## config.mk

```make
export PLATFORM = sky130hd
export DESIGN_NAME = octo_screen_scanner
export DESIGN_NICKNAME = d
export VERILOG_FILES = /design/src/rtl/octo_screen_scanner.sv
export SDC_FILE = /design/constraint.sdc
export NUM_CORES = 1
export LEC_CHECK = 0
export CAP_MARGIN = 20
export CORE_MARGIN = 5
export CORE_UTILIZATION = 39
export DETAILED_ROUTE_END_ITERATION = 10
export GPL_ROUTABILITY_DRIVEN = 0
export SYNTH_ARGS = -nofsm -noshare
export SYNTH_HDL_FRONTEND = slang
export SYNTH_SLANG_ARGS = --single-unit
```

## constraint.sdc

```tcl
create_clock -name Clock -period 2.2 [get_ports Clock]
set_clock_uncertainty 0.15 [all_clocks]
set_input_delay 0.44 -clock Clock [delete_from_list [all_inputs] [get_ports Clock]]
set_output_delay 0.44 -clock Clock [all_outputs]
set_load 0.02 [all_outputs]
```

## src/rtl/octo_screen_scanner.sv

```systemverilog
// octo_screen_scanner: sweeps screen coordinates, collects responder colour after a fixed latency and issues plot writes
module octo_screen_scanner #(
  parameter int H_RES = 320,
  parameter int V_RES = 240,
  parameter int LATENCY = 2,
  parameter logic [2:0] FG_COLOUR = 3'b111,
  parameter logic [2:0] BG_COLOUR = 3'b000
) (
  input  logic       Clock,
  input  logic       Resetn,
  input  logic       Enable,
  input  logic       Start,
  input  logic       Continuous,
  output logic [8:0] VGAx,
  output logic [7:0] VGAy,
  input  logic       VGAcol,
  output logic [8:0] PlotX,
  output logic [7:0] PlotY,
  output logic [2:0] PlotColour,
  output logic       Plot,
  output logic       Busy,
  output logic       FrameDone,
  output logic [7:0] FrameCount
);
  localparam int DW = $clog2(LATENCY + 1) + 1;
  typedef enum logic [1:0] {IDLE, SCAN, DRAIN} state_t;
  state_t state_q, state_d;
  logic [8:0] x_q, x_d, plot_x_q, plot_x_d;
  logic [7:0] y_q, y_d, plot_y_q, plot_y_d, fc_q, fc_d;
  logic [DW-1:0] dc_q, dc_d;
  logic [2:0] colour_q, colour_d;
  logic plot_q, plot_d, busy_q, busy_d, done_q, done_d;
  logic [LATENCY-1:0] pv_q, pv_d;
  logic [LATENCY-1:0][8:0] px_q, px_d;
  logic [LATENCY-1:0][7:0] py_q, py_d;
  // Sweep FSM: raster coordinate counters, drain timer, frame bookkeeping; Enable low aborts to IDLE
  always_comb begin
    state_d = state_q;
    x_d = x_q;
    y_d = y_q;
    dc_d = dc_q;
    fc_d = fc_q;
    done_d = 1'b0;
    case (state_q)
      IDLE: state_d = (Start || Continuous) ? SCAN : IDLE;
      SCAN: begin
        x_d = (x_q == 9'(H_RES - 1)) ? 9'd0 : x_q + 9'd1;
        if (x_q == 9'(H_RES - 1)) begin
          y_d = (y_q == 8'(V_RES - 1)) ? 8'd0 : y_q + 8'd1;
          state_d = (y_q == 8'(V_RES - 1)) ? DRAIN : SCAN;
          dc_d = '0;
        end
      end
      DRAIN: begin
        dc_d = dc_q + 1'b1;
        if (dc_q == DW'(LATENCY)) begin
          done_d = 1'b1;
          fc_d = fc_q + 8'd1;
          state_d = Continuous ? SCAN : IDLE;
        end
      end
      default: state_d = IDLE;
    endcase
    if (!Enable) begin
      state_d = IDLE;
      x_d = '0;
      y_d = '0;
      done_d = 1'b0;
      fc_d = fc_q;
    end
    busy_d = state_d != IDLE;
  end
  // Delay line tags each issued coordinate so its answer lands on the right plot write
  always_comb begin
    pv_d[0] = Enable && state_q == SCAN;
    px_d[0] = x_q;
    py_d[0] = y_q;
    for (int i = 1; i < LATENCY; i++) begin
      pv_d[i] = Enable && pv_q[i-1];
      px_d[i] = px_q[i-1];
      py_d[i] = py_q[i-1];
    end
    plot_d = Enable && pv_q[LATENCY-1];
    plot_x_d = px_q[LATENCY-1];
    plot_y_d = py_q[LATENCY-1];
    colour_d = VGAcol ? FG_COLOUR : BG_COLOUR;
  end
  // All state and outputs registered; asynchronous clear
  always_ff @(posedge Clock or negedge Resetn) begin
    if (!Resetn) begin
      state_q <= IDLE;
      x_q <= '0;
      y_q <= '0;
      dc_q <= '0;
      fc_q <= '0;
      done_q <= 1'b0;
      busy_q <= 1'b0;
      pv_q <= '0;
      px_q <= '0;
      py_q <= '0;
      plot_q <= 1'b0;
      plot_x_q <= '0;
      plot_y_q <= '0;
      colour_q <= '0;
    end else begin
      state_q <= state_d;
      x_q <= x_d;
      y_q <= y_d;
      dc_q <= dc_d;
      fc_q <= fc_d;
      done_q <= done_d;
      busy_q <= busy_d;
      pv_q <= pv_d;
      px_q <= px_d;
      py_q <= py_d;
      plot_q <= plot_d;
      plot_x_q <= plot_x_d;
      plot_y_q <= plot_y_d;
      colour_q <= colour_d;
    end
  end
  assign VGAx = x_q;
  assign VGAy = y_q;
  assign PlotX = plot_x_q;
  assign PlotY = plot_y_q;
  assign PlotColour = colour_q;
  assign Plot = plot_q;
  assign Busy = busy_q;
  assign FrameDone = done_q;
  assign FrameCount = fc_q;
endmodule
```

==> metrics.md <==
| Metric | Value |
|---|---|
| Worst path arrival time | 1.55 ns |
| Largest net degree at the start of global routing | 39 |
| Vias | 1848 |
| Avg Inst Size Synth | 13.3 um2 |
| Final Hold Fails | 0 |
| GRT Total Usage | 11.5% |
| Peak supply drop | 0.314 mV |
| P_sw | 641 uW |
| Die span in x | 100 um |
| Vias/cell | 4.64 |
| IO Count | 54 |
| WL/cell | 13.5 um |
| Initial core utilization | 39.3% |
| Crit path max fanout | 11 |
| Fmax | 468 MHz |
| Clock sink count | 87 |
| Synth area leaders | dfrtp_1, buf_4, ha_1 |
| Clock power share | 39.2% |
| PwrDens | 732 nW/um2 |
| Min cycle time layout | 2.14 ns |
| Asr flop ratio synth | 100% |
| Fin crit share | 97.2% |
| Synth cell count leaders | dfrtp_1, buf_4, nand2_1, a21oi_1, nor2_1 |
| CP Class | reg -> out |
| R2r startpoint | VGAy[0]$_DFFE_PN0P_ |
| EDFF count, synth | 0 |
| Slew HR | 67.8% |
| Core area | 8090 um2 |
| RSZ-0062 raised after global routing | false |
| Setup crit start | VGAy[4]$_DFFE_PN0P_ |
| Slew Limit Fails | 0 |
| Setup bufs post-CTS | 0 |
| Post-DP HPWL | 3640 um |
| Post-synth top area cell | dfrtp_1 |
| Worst r2r path cells | 5 |
| Worst Hold Class | reg -> reg |
| DRC Markers | 0 |
| Post-Syn Area | 3180 um2 |
| Worst Path Buf+Inv | 1 |
| Top-area cell type share of the netlist area | 68.4% |
| Iteration-0 DRC count of the detailed router | 93 |
| CTS tree | done |
| Die footprint | 10100 um2 |
| Critical path launch point type | register |
| Share of cells above drive strength 1 | 9.90% |
| Worst path cell trace | clkdlybuf4s50_1 |
| Placement Setup Slack | 0.0601 ns |
| CP required | 1.61 ns |
| Register area share after synthesis | 68.4% |
| CTS resizes | 0 |
| First-pass GRT wire length | 9000 um |
| Die Y | 100 um |
| Max-Cap Viols | 0 |
| Sw frac | 22.1% |
| # diodes | 0 |
| Initial antenna violation count | 0 |
| CTS Buffer Depth | 2 |
| Vias in the first global route | 1869 |
| RR Endpoint | VGAy[4]$_DFFE_PN0P_ |
| Combinational share of power | 4.6% |
| Fillcell total | 768 |
| Synth Net Count | 251 |
| Top Family by Delay on Critical Path | buffers and inverters |
| Non-Filler Instances | 398 |
| Worst-Margin Slew | 0.483 ns |
| Max stage delay on crit path | 0.67 ns |
| H-tree Lvls | 3 |
| WL final | 5360 um |
| Worst-Skew Late Latency | 0.35 ns |
| Rows | 33 |
| Status | finished, final reports clean |
| ANT nets after route | 0 |
| #FFs+latches synth | 87 |
| R2R setup slack | 0.19 ns |
| Clock-pin slew on the worst setup and hold paths | 0.08 ns |
| Setup TNS | 0 ns |
| Finished Core Util | 49.0% |
| Crit. End Element | output pin |
| Layout Nets | 299 |
| End of the critical path | VGAy[4] |
| Root buffer cell | clkbuf_8 |
| Area growth from synthesis to layout | 24.5% |
| Remaining global-route overflow | 0 |
| Seq pwr share | 56.3% |
| Syn Inst Count | 240 |
| Top-count cell post-synth | dfrtp_1 |
| Final setup vio count | 0 |
| Total CTS buffers | 9 |
| Leakage | 1.86 nW |
| Int Power | 2.26 mW |
| Worst hold slack | 0.201 ns |
| PortBufs | 53 |
| DRT Pass-1 Iters | 4 |
| Most used DFF post-synth | dfrtp_1 |
| Dpl cells | 381 |
| Syn. warnings | 0 |
| Post-synth cell types | 40 |
| Worst path depth | 1 |
| Min setup slack post-route | 0.0610 ns |
| Critical-path top delay cell | clkdlybuf4s50_1 |
flip-flops by register name, indices dropped and copies added (netlist names), 3 cells and up:
register    cells
plot_x_d        9
py_d            8
PlotX           9
VGAy            8
VGAx            9
plot_y_d        8
FrameCount      8
px_d            9
dc_q            3
PlotY           8
cells in the final DEF, fill, tap and decap left out, types with 2 or more instances in the layout:
master           count
nand2_1             16
clkinvlp_4           2
clkdlybuf4s50_1     52
or3_1                2
nor2_1              11
a21oi_1             11
ha_1                 5
buf_4                8
xnor2_1              7
xor2_1               7
mux2i_1              2
nand2b_1             4
nand4_1              6
nand3_1              9
or4_1                4
o21ai_0              8
nand4b_1             2
inv_1                2
dfrtp_1             87
and2_1               3
clkbuf_8            11
nor2b_1              4
and3_1               6
and4_1               2
layout make-up:
cell class                      instances  area, um2  area share (%)
Inverter                                2       7.51           0.189
Tap cell                              105        131            3.32
Sequential cell                        87       2180            54.9
Timing Repair Buffer                   62        611            15.4
Clock inverter                          4       53.8            1.36
Multi-Input combinational cell        126        827            20.9
Clock buffer                           12        155            3.92
repair_timing:
action,in CTS,in global routing
hold endpoints to repair,36,0
endpoints found under the setup margin,0,0
hold buffers,1,0
power by group through the flow:
stage / Sequential (mW) / Combinational [mW] / Clock (mW)
2_1_floorplan: 1.67 / 0.0525 / 0
3_3_place_gp: 1.66 / 0.133 / 0
3_5_place_dp: 1.66 / 0.136 / 0
4_1_cts: 1.63 / 0.137 / 1.17
5_1_grt: 1.64 / 0.150 / 1.24
6_report: 1.63 / 0.133 / 1.14
per-stage QoR:
step	cell area, um2	power [mW]
floorplan	3180	1.72
global placement	3740	1.80
detailed placement	3740	1.80
CTS	3960	2.94
global route	3960	3.02
finish	3960	2.90
worst min-delay path by stage:
stage | startpoint | to | slack [ns] | depth (start not counted)
5_1_grt | plot_x_d[2]$_DFF_PN0_ | PlotX[2]$_DFF_PN0_ | 0.21 | 0
3_5_place_dp | plot_x_d[2]$_DFF_PN0_ | PlotX[2]$_DFF_PN0_ | 0.18 | 0
6_report | plot_x_d[2]$_DFF_PN0_ | PlotX[2]$_DFF_PN0_ | 0.20 | 0
3_3_place_gp | plot_y_d[6]$_DFF_PN0_ | PlotY[6]$_DFF_PN0_ | 0.18 | 0
2_1_floorplan | Resetn | Busy$_DFF_PN0_ | -0.006 | 0
4_1_cts | plot_x_d[2]$_DFF_PN0_ | PlotX[2]$_DFF_PN0_ | 0.20 | 0
layer usage:
layer / track usage (%) / share of wire (%) / up-vias
li1: - / - / 899
met1: 14.6 / 46 / 896
met2: 18.3 / 48 / 44
met3: 3.06 / 4.3 / 9
met4: 5.60 / 1.8 / 0
met5: 0 / 0 / -
kinds of logic (layout without fill, tap and decap cells):
| kind of cell | after synthesis | in the layout | synth area share, % |
|---|---|---|---|
| buf+inv | 27 | 80 | 5.62 |
| fa+ha+maj | 5 | 5 | 1.97 |
| flops | 87 | 87 | 68.4 |
| mux | 3 | 3 | 0.983 |
| xor+xnor | 14 | 14 | 3.85 |
| compound gates | 26 | 26 | 4.72 |
| simple gates | 78 | 78 | 14.5 |
Note: power is estimated with default switching activity, not from simulation.
